===== src/rtl/and_cosim_pkg.sv =====
// Shared definitions for the AND-gate co-simulation responder: link FSM encoding,
// default sizing and the response entry layout.
package and_cosim_pkg;

  localparam int DEF_WIDTH = 1;
  localparam int DEF_TAG_W = 4;
  localparam int DEF_DEPTH = 4;

  typedef enum logic [1:0] {
    OFFLINE = 2'd0,
    ONLINE  = 2'd1,
    DRAIN   = 2'd2
  } link_state_e;

  // Queue entry at default sizing; the queue stores {y, tag} in this order.
  typedef struct packed {
    logic [DEF_WIDTH-1:0] y;
    logic [DEF_TAG_W-1:0] tag;
  } rsp_entry_t;

endpackage


===== src/rtl/and_rsp_fifo.sv =====
// In-order response queue: DEPTH entries, registered head, no same-cycle bypass.
// Head data reads as zero while empty so the response bus is quiet after reset.
module and_rsp_fifo #(
  parameter int DATA_W = 5,
  parameter int DEPTH  = 4
) (
  input  logic                       clk,
  input  logic                       rst_n,
  input  logic                       i_push,
  input  logic [DATA_W-1:0]          i_data,
  input  logic                       i_pop,
  output logic [DATA_W-1:0]          o_data,
  output logic [$clog2(DEPTH):0]     o_level
);

  localparam int PTR_W = $clog2(DEPTH);
  localparam int LVL_W = PTR_W + 1;
  localparam logic [LVL_W-1:0] FULL_LVL = LVL_W'(DEPTH);

  logic [DATA_W-1:0] r_mem [DEPTH];
  logic [PTR_W-1:0]  r_wr_ptr;
  logic [PTR_W-1:0]  r_rd_ptr;
  logic [LVL_W-1:0]  r_level;
  logic              w_push;
  logic              w_pop;

  // Self-protecting: an overflowing push or an underflowing pop is ignored.
  assign w_push = i_push && (r_level != FULL_LVL);
  assign w_pop  = i_pop  && (r_level != '0);

  always_ff @(posedge clk) begin
    if (w_push) r_mem[r_wr_ptr] <= i_data;
  end

  always_ff @(posedge clk or negedge rst_n) begin
    if (!rst_n) begin
      r_wr_ptr <= '0;
      r_rd_ptr <= '0;
      r_level  <= '0;
    end else begin
      if (w_push) r_wr_ptr <= r_wr_ptr + 1'b1;
      if (w_pop)  r_rd_ptr <= r_rd_ptr + 1'b1;
      case ({w_push, w_pop})
        2'b10:   r_level <= r_level + 1'b1;
        2'b01:   r_level <= r_level - 1'b1;
        default: r_level <= r_level;
      endcase
    end
  end

  assign o_data  = (r_level != '0) ? r_mem[r_rd_ptr] : '0;
  assign o_level = r_level;

endmodule


===== src/rtl/and_gate_cosim_responder.sv =====
// Responder end of the AND-gate co-sim link: accepts tagged (a, b), queues a & b in order.
// Optional AND_COSIM_STATS_EN adds rsp_count / stall_count ports.
module and_gate_cosim_responder
  import and_cosim_pkg::*;
#(
  parameter int WIDTH = DEF_WIDTH,
  parameter int TAG_W = DEF_TAG_W,
  parameter int DEPTH = DEF_DEPTH
) (
  input  logic                   clk,
  input  logic                   rst_n,
  input  logic                   link_up,
  input  logic                   req_valid,
  output logic                   req_ready,
  input  logic [WIDTH-1:0]       req_a,
  input  logic [WIDTH-1:0]       req_b,
  input  logic [TAG_W-1:0]       req_tag,
  output logic                   rsp_valid,
  input  logic                   rsp_ready,
  output logic [WIDTH-1:0]       rsp_y,
  output logic [TAG_W-1:0]       rsp_tag,
  output logic [$clog2(DEPTH):0] level,
  output logic                   link_busy,
`ifdef AND_COSIM_STATS_EN
  output logic [31:0]            rsp_count,
  output logic [15:0]            stall_count,
`endif
  output logic [1:0]             dbg_state
);

  localparam int LVL_W = $clog2(DEPTH) + 1;
  localparam logic [LVL_W-1:0] FULL_LVL = LVL_W'(DEPTH);
  localparam logic [LVL_W-1:0] ONE_LVL  = LVL_W'(1);

  link_state_e             r_state;
  logic                    r_link_busy;
  logic                    w_push;
  logic                    w_pop;
  logic [WIDTH+TAG_W-1:0]  w_wr_data;
  logic [WIDTH+TAG_W-1:0]  w_rd_data;

  // Both channels: a transfer happens on a cycle where valid && ready at posedge clk.
  // req_ready and rsp_valid derive only from registered state, never from the peer's signal.
  assign req_ready = (r_state == ONLINE) && (level < FULL_LVL);
  assign rsp_valid = (level != '0);
  assign w_push    = req_valid && req_ready;
  assign w_pop     = rsp_valid && rsp_ready;
  assign w_wr_data = {req_a & req_b, req_tag};
  assign {rsp_y, rsp_tag} = w_rd_data;

  and_rsp_fifo #(
    .DATA_W (WIDTH + TAG_W),
    .DEPTH  (DEPTH)
  ) u_fifo (
    .clk     (clk),
    .rst_n   (rst_n),
    .i_push  (w_push),
    .i_data  (w_wr_data),
    .i_pop   (w_pop),
    .o_data  (w_rd_data),
    .o_level (level)
  );

  always_ff @(posedge clk or negedge rst_n) begin
    if (!rst_n) begin
      r_state     <= OFFLINE;
      r_link_busy <= 1'b0;
    end else begin
      case (r_state)
        OFFLINE: begin
          if (link_up) begin
            r_state     <= ONLINE;
            r_link_busy <= 1'b1;
          end
        end
        ONLINE: begin
          if (!link_up) begin
            if (level != '0) begin
              r_state <= DRAIN;
            end else begin
              r_state     <= OFFLINE;
              r_link_busy <= 1'b0;
            end
          end
        end
        DRAIN: begin
          // Link recovery wins over finishing the drain.
          if (link_up) begin
            r_state <= ONLINE;
          end else if ((level == '0) || ((level == ONE_LVL) && w_pop)) begin
            r_state     <= OFFLINE;
            r_link_busy <= 1'b0;
          end
        end
        default: begin
          r_state     <= OFFLINE;
          r_link_busy <= 1'b0;
        end
      endcase
    end
  end

  assign link_busy = r_link_busy;
  assign dbg_state = r_state;

`ifdef AND_COSIM_STATS_EN
  logic [31:0] r_rsp_count;
  logic [15:0] r_stall_count;

  always_ff @(posedge clk or negedge rst_n) begin
    if (!rst_n) begin
      r_rsp_count   <= '0;
      r_stall_count <= '0;
    end else begin
      if (w_pop) r_rsp_count <= r_rsp_count + 32'd1;
      if (rsp_valid && !rsp_ready && (r_stall_count != 16'hFFFF))
        r_stall_count <= r_stall_count + 16'd1;
    end
  end

  assign rsp_count   = r_rsp_count;
  assign stall_count = r_stall_count;
`endif

endmodule


===== config.mk =====
export PLATFORM = sky130hd
export DESIGN_NAME = and_gate_cosim_responder
export DESIGN_NICKNAME = d
export VERILOG_FILES = /design/src/rtl/and_cosim_pkg.sv /design/src/rtl/and_rsp_fifo.sv /design/src/rtl/and_gate_cosim_responder.sv
export SDC_FILE = /design/constraint.sdc
export NUM_CORES = 1
export LEC_CHECK = 0
export CAP_MARGIN = 20
export CORE_MARGIN = 8
export CORE_UTILIZATION = 39
export DETAILED_ROUTE_END_ITERATION = 10
export GPL_TIMING_DRIVEN = 0
export PLACE_DENSITY = 0.68
export SETUP_SLACK_MARGIN = 0.05
export SLEW_MARGIN = 20
export SYNTH_ARGS = -nofsm -noshare
export SYNTH_HDL_FRONTEND = slang
export SYNTH_SLANG_ARGS = --single-unit

===== constraint.sdc =====
create_clock -name clk -period 2.1 [get_ports clk]
set_clock_uncertainty 0.2 [all_clocks]
set_input_delay 0.42 -clock clk [delete_from_list [all_inputs] [get_ports clk]]
set_output_delay 0.42 -clock clk [all_outputs]
set_load 0.01 [all_outputs]

### Word level (Yosys, flattened, before mapping)

Memories as Yosys holds them, arrays and structs flattened.
Index checks and enable logic that the tools add are counted.

* register bits after elaboration: 10
* bits in writable memories: 20
* bits of input ports: 11
* word-level logic and storage cells: 53
* memories kept: 1

* add/sub/neg operators: 4
* magnitude comparators: 1
* equal/unequal tests: 12
* mux-type cells: 16
* bitwise gates (word level): 1
* reductions and logical operators: 13

Memory list
* u_fifo.r_mem: words 4, bits a word 5, rd ports 1, clocked after Yosys merged registers in 0, write ports 1, RTL line and_rsp_fifo.sv:20 `logic [DATA_W-1:0] r_mem [DEPTH];`

Operator list (count)
* $mux 2: 5
* $ne 2x2->1 const B: 5
* $mux 1: 7
* $logic_and 1x1->1: 6
* $ne 3x3->1 const B: 2
* $pmux 2 s3: 1
* $pmux 3 s2: 1
* $mux 5: 1
* $reduce_and 5->1: 1
* $add 2x1->2 const B: 2
* $eq 2x1->1 const B: 2
* $eq 2x2->1 const B: 2
* $add 3x1->3 const B: 1
* $eq 3x1->1 const B: 1
* $logic_not 3->1: 1
* $lt 3x3->1 const B: 1
* $pmux 1 s3: 1
* $reduce_and 3->1: 1
* $reduce_bool 3->1: 1
* $sub 3x1->3 const B: 1
* $logic_not 2->1: 1
* $reduce_bool 2->1: 1
* $and 1x1->1: 1
* $logic_or 1x1->1: 1

### Depth between registers and ports, before layout

* depth in word-level cells: 7
* gate-level depth with buffers: 8
* mapped depth without buffers: 8

### By module

From an unflattened synthesis, not the netlist that was laid out.

* cell total of the unflattened synthesis: 90
* area total of the unflattened synthesis: 1395.1 um^2

Modules (own cells, without submodules)
* and_rsp_fifo: instances 1, cells an instance 70, area an instance 1191.1 um^2
* and_gate_cosim_responder: instances 1, cells an instance 20, area an instance 203.9 um^2

### Least setup slack after synthesis

No wires, ideal clock.

* path type: register to register
* from: register u_fifo.r_level[0] (netlist: u_fifo.o_level[0])
* to: register u_fifo.r_level[2] (netlist: u_fifo.o_level[2])
* arrival time: 1599 ps
* required time: 1770 ps
* slack: 171 ps
* stages on the path, launching flop included: 9
* buffers on the path: 0
* clock period less this slack: 1929 ps
* path through: dfrtp_1 inv_1 ha_1 nand2b_2 and2_1 ha_1 mux2i_1 nor2_1 xor2_1

* elaborated cells between the ends (all ways): 14

RTL lines
* from (decl): RTL line and_rsp_fifo.sv:23 `logic [LVL_W-1:0] r_level;`
* from (signal assigned): RTL line and_rsp_fifo.sv:44 `2'b10: r_level <= r_level + 1'b1;`
* from (signal assigned): RTL line and_rsp_fifo.sv:45 `2'b01: r_level <= r_level - 1'b1;`
* from (signal assigned): RTL line and_rsp_fifo.sv:46 `default: r_level <= r_level;`
* $reduce_bool 3->1 *: RTL line and_gate_cosim_responder.sv:45 `assign rsp_valid = (level != '0);`
* net rsp_valid: RTL line and_gate_cosim_responder.sv:18 `output logic rsp_valid,`
* $logic_and 1x1->1: RTL line and_gate_cosim_responder.sv:47 `assign w_pop = rsp_valid && rsp_ready;`
* $logic_and 1x1->1 *: RTL line and_rsp_fifo.sv:29 `assign w_pop = i_pop && (r_level != '0);`
* net u_fifo.w_pop: RTL line and_rsp_fifo.sv:25 `logic w_pop;`
* $eq 2x1->1 / $eq 2x2->1 (equally long branches): RTL line and_rsp_fifo.sv:43 `case ({w_push, w_pop})`
* $pmux 3 s2 / $reduce_bool 2->1 (equally long branches)

Mark *: on every way through the listed nets, which the timed path passes. The rest lies on a longest branch.
A chain may end at the register's enable or synchronous reset.

### Worst setup path after layout

* from: register u_fifo.r_rd_ptr[0]
* to: output port rsp_tag[1]

* cells in the longest elaborated chain, start to end: 2

Ends and longest elaborated chain
* from (decl): RTL line and_rsp_fifo.sv:22 `logic [PTR_W-1:0] r_rd_ptr;`
* from (signal assigned): RTL line and_rsp_fifo.sv:42 `if (w_pop) r_rd_ptr <= r_rd_ptr + 1'b1;`
* $mem_v2 4x5
* $mux 5: RTL line and_rsp_fifo.sv:51 `assign o_data = (r_level != '0) ? r_mem[r_rd_ptr] : '0;`
* to (decl): RTL line and_gate_cosim_responder.sv:21 `output logic [TAG_W-1:0] rsp_tag,`

Every way passes these cells.

==> impl_metrics.ini <==
[setup_path]
cp.buffers_inverters = 2
critPathKind = reg2out
cp_max_fo = 7
crit_family = multiplexers
cp.arrival_ns = 1.58
r2r_cells = 7
rrSetupSlack_ns = 0.22
crit_chain = buf_6 > mux4_2 > and2_4 > buf_6
crit_cells = 4
crit_path_max_incr_delay_ns = 0.51
r2r_end = u_fifo.o_level[2]
r2r_start = u_fifo.o_level[1]
slowest_stage = mux4_2
cp-start-kind = flop
critPathMostFrequentCell = buf_6
end_kind = primary output
cp.required_ns = 1.48

[floorplan]
die-width_um = 75
die_h_um = 75
die_area_um2 = 5630
fp-row-count = 21
core_area_um2 = 3340
io_pins = 24
initial_core_util = 0.407

[synth]
netlist_instances = 90
postSynthRegisterBits = 30
ys_types = 21
synth_top_area_cell = edfxtp_1
syn_area_um2 = 1360
synth_area_leaders = edfxtp_1 44%, dfrtp_1 18%, ha_1 8.3%
yosysSeqAreaShare = 0.627
ys_warn_count = 0
syn_area_per_cell_um2 = 15.1
yosysTopAreaCellShare = 0.442
syn_nets = 110

[placement]
placed_cell_area_um2 = 1650
dp_cells = 159
hpwl_um = 1800
io_buffer_count = 23
finalWeightedCongestion = 0.755

[power_and_ir_drop]
powerDensity_nw_per_um2 = 1350
ir_drop_mv = 0.430
total_leakage_power_nw = 0.687

[clock_network]
clockBufferDepth = 2
numCtsBuffers = 5
clock_sinks = 30
ctsRootBufferMaster = clkbuf_4
cts_tree = done
clock_latency_ns = 0.32
cts.clk_slew.worst_paths_ns = 0.08
h-tree-depth = 2

[layout]
fin_cells = 168
fillCellCount = 289
areaGrowthSynthToFinish_pct = 30.9
antenna_cells = 0
layout.nets = 142
final_area_um2 = 1780
drive_gt1_frac = 0.270

[global_route]
overflow = 0
antenna_found_initial = 0
grt_pass1_vias = 864
grt_pass1_wl_um = 3920
grt_max_degree = 11
track_usage = 0.0973

[run_status]
violations = setup timing
status = finished with violations

[detailed_routing]
dr.pass1.iters = 4
drt_wl_total_um = 2400
wl_per_cell_um = 14.3
ant_nets = 0
vias_per_cell = 4.76
drcViolationCount = 0
drt_iter0_drc = 60
vias = 799

[flow_run]
maxCapViolCount = 0

[timing]
worst_slack_ns = -0.103
post-route-min-period_ns = 2.20
rsz0062_at_grt = true
hold_viol_final = 0
finalCritPeriodShare = 1.05
setup_violations = 5
fmax_mhz = 454
slew_viol_final = 0
slew_headroom = 0.689
worst_slew_pin_slew_ns = 0.465

[min_path]
hp-class = in2async
## cells in the mapped netlist
cell type,n
edfxtp_1,20
and2_1,12
dfrtp_1,10
ha_1,9
inv_1,5
mux4_2,5
xnor2_1,5
nor2_1,4
nand2_1,3
o21ai_0,3
clkbuf_1,2
nor3_1,2
xor2_1,2
a31oi_1,1
and4bb_2,1
buf_6,1
mux2i_1,1
nand2b_2,1
nand3_1,1
nor3b_1,1
nor4_1,1
## routing by layer
| layer | part of all wire | up-vias | global-route usage |
|---|---|---|---|
| met4 | 0.039 | 0 | 0.0804 |
| met3 | 0.037 | 10 | 0.0280 |
| met1 | 0.40 | 394 | 0.0915 |
| met5 | 0 | - | 0 |
| met2 | 0.52 | 15 | 0.171 |
| li1 | - | 380 | - |
## state kept, by name (all words and copies together) (netlist names)
register         flops
u_fifo.r_mem        20
u_fifo.o_level       3
dbg_state            2
u_fifo.r_rd_ptr      2
u_fifo.r_wr_ptr      2
link_busy            1
## through the flow
stage                      util  setup slack, ns  hold WS, ns  TNS (ns)  total power, mW
final                     0.532           -0.103        0.213    -0.439             2.39
after global routing      0.532           -0.167        0.252    -0.736             2.56
after CTS                 0.511           -0.152        0.219    -0.709             2.23
after detailed placement  0.493           -0.241        0.343     -3.58             1.83
after global placement    0.493           -0.227        0.328     -3.52             1.81
after floorplan               -            0.171      -0.0756         0             1.42
## report_power, final
| part | switching [mW] | internal [mW] |
|---|---|---|
| Clock | 0.185 | 0.240 |
| Sequential | 0.112 | 0.753 |
| Combinational | 0.437 | 0.665 |
## worst register-to-register path: stages (launching register included)
cell and delay (ns):
dfrtp_1 0.42, inv_2 0.10, ha_4 0.14, nand2b_4 0.09, and2_1 0.20, ha_1 0.35, nor2_1 0.15, xor2_1 0.15
## worst max-delay path by stage
stage                       startpoint                end  slack (ns)
floorplan            u_fifo.o_level[0]  u_fifo.o_level[2]        0.17
global placement             req_valid  u_fifo.o_level[2]       -0.23
detailed placement           req_valid  u_fifo.o_level[2]       -0.24
CTS                 u_fifo.r_rd_ptr[0]         rsp_tag[1]       -0.15
global route        u_fifo.r_rd_ptr[0]         rsp_tag[1]       -0.17
finish              u_fifo.r_rd_ptr[0]         rsp_tag[1]       -0.10
## layout by cell type (no fill, tap or decap), types with 2 or more instances in the layout
cell type        Yosys  routed
and2_1              12       7
and2_4               0       5
buf_4                0       4
buf_6                1       6
clkbuf_4             0       5
clkdlybuf4s50_1      0      16
dfrtp_1             10       8
dfrtp_2              0       2
edfxtp_1            20      20
ha_1                 9       8
inv_1                5       3
inv_2                0       2
mux4_2               5       5
nand2_1              3       3
nor2_1               4       4
nor3_1               2       2
o21ai_0              3       3
xnor2_1              5       5
xor2_1               2       2
## logic make-up (layout without fill, tap and decap cells)
group | count (synthesis) | count (layout) | synth area share
buffers and inverters | 8 | 40 | 0.0277
AND/OR/NAND/NOR | 26 | 26 | 0.112
XOR/XNOR | 7 | 7 | 0.0452
adder cells (fa/ha/maj) | 9 | 9 | 0.0830
flip-flops | 30 | 30 | 0.627
multiplexers | 6 | 6 | 0.0903
AO/OA/AOI/OAI | 4 | 4 | 0.0157
## cell type report
type                            instances  area, µm²  area share
Clock inverter                          2       33.8      0.0190
Clock buffer                            5       37.5      0.0211
Timing Repair Buffer                   27        265       0.149
Multi-Input combinational cell         52        499       0.281
Sequential cell                        30        853       0.480
Buffer                                  1       11.3     0.00634
Tap cell                               46       57.6      0.0324
Inverter                                5       18.8      0.0106
## what timing repair did
action,in CTS,in global routing
pin swaps,3,2
gates resized for setup,25,16
hold buffers,0,0
setup endpoints to repair,8,9
setup buffers,1,3
(Power assumes the default switching activity.)
